File: src/rtl/pcileech_led_ctl_if.sv
// Status/activity bus between the board top level and pcileech_led_ctl.
// PCILEECH_LED_CTL_PWM_EN adds the brightness input used for PWM dimming.
interface pcileech_led_ctl_if #(
    parameter int unsigned NUM_CH = 6
);
    logic [2*NUM_CH-1:0] mode;
    logic [NUM_CH-1:0]   act;
    logic [NUM_CH-1:0]   led;
`ifdef PCILEECH_LED_CTL_PWM_EN
    logic [7:0]          brightness;

    modport master (output mode, output act, output brightness, input led);
    modport slave  (input mode, input act, input brightness, output led);
`else
    modport master (output mode, output act, input led);
    modport slave  (input mode, input act, output led);
`endif
endinterface

File: src/rtl/pcileech_led_ctl.sv
// Multi-channel LED controller: per-channel OFF / ON / ACTIVITY-stretch / BLINK modes.
// Optional PWM dimming via macro PCILEECH_LED_CTL_PWM_EN (uses bus.brightness).
module pcileech_led_ctl #(
    parameter int unsigned       NUM_CH            = 6,
    parameter int unsigned       STRETCH_CYCLES    = 5000000,
    parameter int unsigned       BLINK_HALF_CYCLES = 25000000,
    parameter logic [NUM_CH-1:0] INVERT_MASK       = '0
) (
    input logic               clk,
    input logic               rst_n,
    pcileech_led_ctl_if.slave bus
);
    localparam int unsigned   SW           = $clog2(STRETCH_CYCLES + 1);
    localparam int unsigned   BW           = $clog2(BLINK_HALF_CYCLES + 1);
    localparam logic [SW-1:0] STRETCH_LAST = SW'(STRETCH_CYCLES - 1);
    localparam logic [BW-1:0] BLINK_LAST   = BW'(BLINK_HALF_CYCLES - 1);

    typedef enum logic [1:0] {
        MODE_OFF   = 2'b00,
        MODE_ON    = 2'b01,
        MODE_ACT   = 2'b10,
        MODE_BLINK = 2'b11
    } mode_e;

    typedef enum logic [1:0] {
        IDLE,
        ON_ST,
        GAP
    } act_state_e;

    mode_e             ch_mode [NUM_CH];
    act_state_e        state_q [NUM_CH];
    act_state_e        state_d [NUM_CH];
    logic [SW-1:0]     cnt_q   [NUM_CH];
    logic [SW-1:0]     cnt_d   [NUM_CH];
    logic [NUM_CH-1:0] pend_q;
    logic [NUM_CH-1:0] pend_d;

    logic [BW-1:0]     blink_cnt_q;
    logic [BW-1:0]     blink_cnt_d;
    logic              phase_q;
    logic              phase_d;
    logic              blink_wrap;

    logic [NUM_CH-1:0] lit;
    logic [NUM_CH-1:0] lit_gated;
    logic [NUM_CH-1:0] led_q;

    always_comb begin
        for (int unsigned i = 0; i < NUM_CH; i++) begin
            ch_mode[i] = mode_e'(bus.mode[2*i +: 2]);
        end
    end

    // Shared blink square wave; all BLINK channels follow the same phase.
    always_comb begin
        blink_wrap  = (blink_cnt_q == BLINK_LAST);
        blink_cnt_d = blink_wrap ? '0 : blink_cnt_q + BW'(1);
        phase_d     = phase_q ^ blink_wrap;
    end

    always_ff @(posedge clk or negedge rst_n) begin
        if (!rst_n) begin
            blink_cnt_q <= '0;
            phase_q     <= 1'b0;
        end else begin
            blink_cnt_q <= blink_cnt_d;
            phase_q     <= phase_d;
        end
    end

    always_ff @(posedge clk or negedge rst_n) begin
        if (!rst_n) begin
            for (int unsigned i = 0; i < NUM_CH; i++) begin
                state_q[i] <= IDLE;
                cnt_q[i]   <= '0;
            end
            pend_q <= '0;
        end else begin
            for (int unsigned i = 0; i < NUM_CH; i++) begin
                state_q[i] <= state_d[i];
                cnt_q[i]   <= cnt_d[i];
            end
            pend_q <= pend_d;
        end
    end

    // Lit values are taken from the next state/phase so the registered pin
    // changes on the same edge that the FSM or blink phase does.
    always_comb begin
        pend_d = pend_q;
        lit    = '0;
        for (int unsigned i = 0; i < NUM_CH; i++) begin
            state_d[i] = state_q[i];
            cnt_d[i]   = cnt_q[i];

            if (ch_mode[i] != MODE_ACT) begin
                state_d[i] = IDLE;
                cnt_d[i]   = '0;
                pend_d[i]  = 1'b0;
            end else begin
                case (state_q[i])
                    IDLE: begin
                        if (bus.act[i]) begin
                            state_d[i] = ON_ST;
                            cnt_d[i]   = STRETCH_LAST;
                        end
                    end
                    ON_ST: begin
                        if (bus.act[i]) begin
                            pend_d[i] = 1'b1;
                        end
                        if (cnt_q[i] == '0) begin
                            state_d[i] = GAP;
                            cnt_d[i]   = STRETCH_LAST;
                        end else begin
                            cnt_d[i] = cnt_q[i] - SW'(1);
                        end
                    end
                    GAP: begin
                        if (cnt_q[i] == '0) begin
                            if (pend_q[i] || bus.act[i]) begin
                                state_d[i] = ON_ST;
                                cnt_d[i]   = STRETCH_LAST;
                            end else begin
                                state_d[i] = IDLE;
                            end
                            pend_d[i] = 1'b0;
                        end else begin
                            cnt_d[i] = cnt_q[i] - SW'(1);
                            if (bus.act[i]) begin
                                pend_d[i] = 1'b1;
                            end
                        end
                    end
                    default: begin
                        state_d[i] = IDLE;
                        cnt_d[i]   = '0;
                        pend_d[i]  = 1'b0;
                    end
                endcase
            end

            case (ch_mode[i])
                MODE_OFF:   lit[i] = 1'b0;
                MODE_ON:    lit[i] = 1'b1;
                MODE_ACT:   lit[i] = (state_d[i] == ON_ST);
                MODE_BLINK: lit[i] = phase_d;
                default:    lit[i] = 1'b0;
            endcase
        end
    end

`ifdef PCILEECH_LED_CTL_PWM_EN
    logic [7:0] pwm_cnt_q;
    logic       pwm_on;

    always_ff @(posedge clk or negedge rst_n) begin
        if (!rst_n) begin
            pwm_cnt_q <= '0;
        end else begin
            pwm_cnt_q <= pwm_cnt_q + 8'd1;
        end
    end

    assign pwm_on    = (pwm_cnt_q < bus.brightness);
    assign lit_gated = lit & {NUM_CH{pwm_on}};
`else
    assign lit_gated = lit;
`endif

    always_ff @(posedge clk or negedge rst_n) begin
        if (!rst_n) begin
            led_q <= INVERT_MASK;
        end else begin
            led_q <= lit_gated ^ INVERT_MASK;
        end
    end

    assign bus.led = led_q;

endmodule

File: src/flat_wrapper.sv
// flat-port wrapper written by rule: the top's interface ports become plain ports
module pcileech_led_ctl_flat 
#(
    parameter int unsigned       NUM_CH            = 6,
    parameter int unsigned       STRETCH_CYCLES    = 5000000,
    parameter int unsigned       BLINK_HALF_CYCLES = 25000000,
    parameter logic [NUM_CH-1:0] INVERT_MASK       = '0
)
  (clk, rst_n, bus_mode, bus_act, bus_led);
  pcileech_led_ctl_if #(.NUM_CH(NUM_CH)) bus_i ();
  input logic clk;
  input logic rst_n;
  input wire logic [$bits(bus_i.mode)-1:0] bus_mode;
  input wire logic [$bits(bus_i.act)-1:0] bus_act;
  output wire logic [$bits(bus_i.led)-1:0] bus_led;
  assign bus_i.mode = bus_mode;
  assign bus_i.act = bus_act;
  assign bus_led = bus_i.led;
  pcileech_led_ctl #(.NUM_CH(NUM_CH), .STRETCH_CYCLES(STRETCH_CYCLES), .BLINK_HALF_CYCLES(BLINK_HALF_CYCLES), .INVERT_MASK(INVERT_MASK)) u_core (.clk(clk), .rst_n(rst_n), .bus(bus_i));
endmodule
File: config.mk
export PLATFORM = sky130hd
export DESIGN_NAME = pcileech_led_ctl_flat
export DESIGN_NICKNAME = d
export VERILOG_FILES = /design/src/rtl/pcileech_led_ctl_if.sv /design/src/rtl/pcileech_led_ctl.sv /design/src/flat_wrapper.sv
export SDC_FILE = /design/constraint.sdc
export NUM_CORES = 1
export LEC_CHECK = 0
export BUFFER_PORTS_ARGS = -buffer_cell sky130_fd_sc_hd__clkbuf_2
export CELL_PAD_IN_SITES_DETAIL_PLACEMENT = 1
export CELL_PAD_IN_SITES_GLOBAL_PLACEMENT = 1
export CORE_MARGIN = 2
export CORE_UTILIZATION = 46
export CTS_BUF_LIST = sky130_fd_sc_hd__clkbuf_4 sky130_fd_sc_hd__clkbuf_8
export DETAILED_ROUTE_END_ITERATION = 16
export GPL_ROUTABILITY_DRIVEN = 1
export GPL_TIMING_DRIVEN = 0
export PLACE_DENSITY = 0.87
export SLEW_MARGIN = 20
export SYNTH_ARGS = -nofsm -noshare
export SYNTH_HDL_FRONTEND = slang
export SYNTH_SLANG_ARGS = --single-unit
File: constraint.sdc
create_clock -name clk -period 2.3 [get_ports clk]
set_input_delay 0.345 -clock clk [delete_from_list [all_inputs] [get_ports clk]]
set_output_delay 0.345 -clock clk [all_outputs]
set_load 0.005 [all_outputs]
==> run summary <==
RSZ-0062 raised after global routing -> true
clock latency on the worst-skew pair -> 0.52 ns
Final nets -> 1,587
final number of setup-violating endpoints -> 88
Max Cap Viol -> 0
Layout fillers -> 2,813
dpl cells -> 1,709
Num CTS Buffers -> 17
cells after synthesis -> 1,352
share of the synthesized area in the top cell type -> 40.57%
Async S/R FF share, synth -> 100.0%
Ports -> 26
fin crit share -> 116.0%
YS warnings -> 0
synth unique cells -> 76
largest net degree at the start of global routing -> 87
sequential cell area -> 4722 um2
vias in the first global route -> 12,150
Data required, critical path -> 2.71 ns
Vias/cell -> 6.584
most numerous cell in the Yosys netlist -> dfrtp_1
DRC errors left -> 0
multi-input logic area -> 7660 um2
core area -> 24,960 um2
Mapped Area -> 11,590 um2
post-synth top area cell -> dfrtp_1
CTS tree -> built
critical path class -> reg2reg
# diodes -> 0
antenna-violating nets left -> 0
Slew HR -> 40.17%
CP cell instances -> or4_4 -> or3_4 -> buf_4 -> o21ai_4 -> buf_4 -> and2_4 -> buf_12 -> o21ai_1 -> o21ai_1
failing checks -> setup timing
leak pwr -> 6.632 nW
drt wl/cell -> 24.98 um
die area -> 26,490 um2
num rows -> 58
first-pass GRT wire length -> 63.71 mm
Clock Tree Buf Depth -> 2
GRT overflow -> 0
number of enable flip-flop cells after synthesis -> 0
FF+latch count, synth -> 188
worst slew pin tran -> 0.8956 ns
Arr. time, crit path -> 3.08 ns
CTS Sinks -> 188
I/O Buffers -> 24
average size of a mapped cell -> 8.576 um2
overall routing resource usage -> 29.78%
clock skew -> 0.02985 ns
Crit-path slowest cell -> or4_4
register area share after synthesis -> 40.57%
post-layout min period -> 2.667 ns
final worst slack -> -0.3672 ns
synth-to-layout area growth -> 30.43%
Syn Nets -> 1,409
layout cells sized above 1 -> 28.19%
Power Density -> 661.6 nW/um2
Final Non-Filler Cells -> 1,873
vias -> 12,330
drt pass-1 iters -> 5
top post-synthesis cells by area -> dfrtp_1 41%, nor2_1 5.5%, o21ai_0 4.6%
Die H -> 162.8 um
H-tree levels -> 4
Hold Vio Cnt, Final -> 0
top cells by count, synth -> 188 x dfrtp_1, 170 x nor2_1, 111 x nand2_1, 107 x o21ai_0, 84 x a21oi_1
Setup TNS -> -13.41 ns
chip width -> 162.8 um
crit-path max cell delay -> 0.55 ns
Fmax -> 0.3749 GHz
Power, Total -> 10.01 mW
CP Capture Type -> register
status -> finished, violations left
Min-Delay Path Class -> in2reg
initial antenna violation count -> 0
CTS root buf -> clkbuf_8
critical path launch point type -> register
Final GP Congestion -> 0.8469
Detail Placement HPWL -> 22.64 mm
DR iter-0 viols -> 1,178
fin. max-slew vios -> 0
clk slew on worst S/H paths -> 0.10 ns
Total Wirelength -> 46.79 mm
ys flop type -> dfrtp_1
peak supply drop -> 337.7 uV
initial core utilization -> 46.45%
crit path max fanout -> 5
==> final cells by class <==
cell class	count	share of cell area [%]
flip-flops and latches	188	31.22
inverters	50	1.241
clock buffers	18	1.638
repair buffers	173	10.09
multi-input cells	1070	50.65
plain buffers	30	1.448
clock inverters	14	0.9763
well taps	330	2.730
==> placed cells by master (no fill, tap or decap), types with 12 or more instances in the layout <==
master / netlist / layout
or3_1: 23 / 16
buf_4: 0 / 114
nor4_4: 1 / 13
ha_1: 37 / 28
a31oi_1: 14 / 13
nand2_1: 111 / 108
nand2b_1: 18 / 17
nor2b_1: 13 / 12
xor2_1: 30 / 29
nor2_1: 170 / 152
nand3_1: 36 / 33
a21oi_2: 0 / 13
o21ai_0: 107 / 63
buf_6: 2 / 28
xnor2_1: 55 / 53
nor3_1: 75 / 56
dfrtp_2: 0 / 14
clkbuf_8: 0 / 19
dfrtp_1: 188 / 174
o21ai_1: 5 / 33
o31ai_1: 13 / 12
a21oi_1: 84 / 66
a21o_1: 23 / 21
o21ai_2: 5 / 12
nor4_1: 34 / 21
clkbuf_1: 31 / 13
inv_1: 49 / 46
nand4_1: 18 / 18
clkbuf_2: 0 / 25
==> routing by layer <==
metal / wire (um) / up-vias / GRT usage [%]
met5: 0 / - / 0
met2: 23520 / 613 / 52.16
met4: 2557 / 0 / 13.52
li1: - / 5257 / -
met3: 2561 / 238 / 3.947
met1: 18150 / 6223 / 36.51
==> registers in the layout, indices dropped and copies added (netlist names) <==
signal and cells:
u_core.phase_q 1, u_core.state_q 12, u_core.bus.led 6, u_core.cnt_q 138
u_core.pend_q 6, u_core.blink_cnt_q 25
==> stage by stage <==
stage | area [um2] | hold WS [ns] | util [%] | worst slack, ns
floorplan | 11640 | 0.04941 | - | -0.01376
global placement | 12180 | 0.4692 | 48.77 | -2.854
detailed placement | 12260 | 0.3144 | 49.10 | -0.7004
CTS | 14050 | 0.05828 | 56.28 | -0.1600
global route | 15120 | 0.08037 | 60.58 | -0.3605
finish | 15120 | 0.07239 | 60.58 | -0.3672
==> path summary, 6_finish.rpt <==
kind                                  startpoint                    end  slack (ns)  cells after the start
setup / recovery                u_core.cnt_q[11]        u_core.cnt_q[2]       -0.37                      9
hold / removal                       bus_mode[2]      u_core.bus.led[1]        0.07                      2
setup reg to reg                u_core.cnt_q[11]        u_core.cnt_q[2]       -0.37                      9
hold reg to reg            u_core.blink_cnt_q[0]  u_core.blink_cnt_q[0]        0.49                      1
max in group asynchronous                  rst_n       u_core.cnt_q[46]        0.75                      4
min in group asynchronous                  rst_n       u_core.cnt_q[23]        0.31                      2
==> critical path, delay by kind of cell (launching register included) <==
family          cells  cell delay (ns)
buf+inv             3             0.45
compound gates      3             0.48
simple gates        3             1.21
flops               1             0.43
==> logic make-up (layout without fill, tap and decap cells) <==
kind of cell | count (synthesis) | after routing | share of synthesized area (%)
compound gates | 348 | 348 | 18.83
fa+ha+maj | 37 | 37 | 3.993
flops | 188 | 188 | 40.57
mux | 4 | 4 | 0.3561
simple gates | 595 | 596 | 26.50
xor+xnor | 85 | 85 | 6.421
buf+inv | 95 | 285 | 3.324
==> report_power, final <==
group / switching (mW) / internal, mW
Sequential: 0.254 / 3.47
Clock: 1.45 / 0.931
Combinational: 2.30 / 1.60
Total: 4.00 / 6.00
==> what timing repair did <==
item                                   in CTS  in global routing
hold buffers                                1                  0
pin swaps                                  57                 76
resized for setup                         199                154
buffers inserted                           75                 68
endpoints found under the hold margin      46                  0
gates cloned                                4                  3
setup endpoints to repair                 168                157
Power figures use the tool's default switching activity.
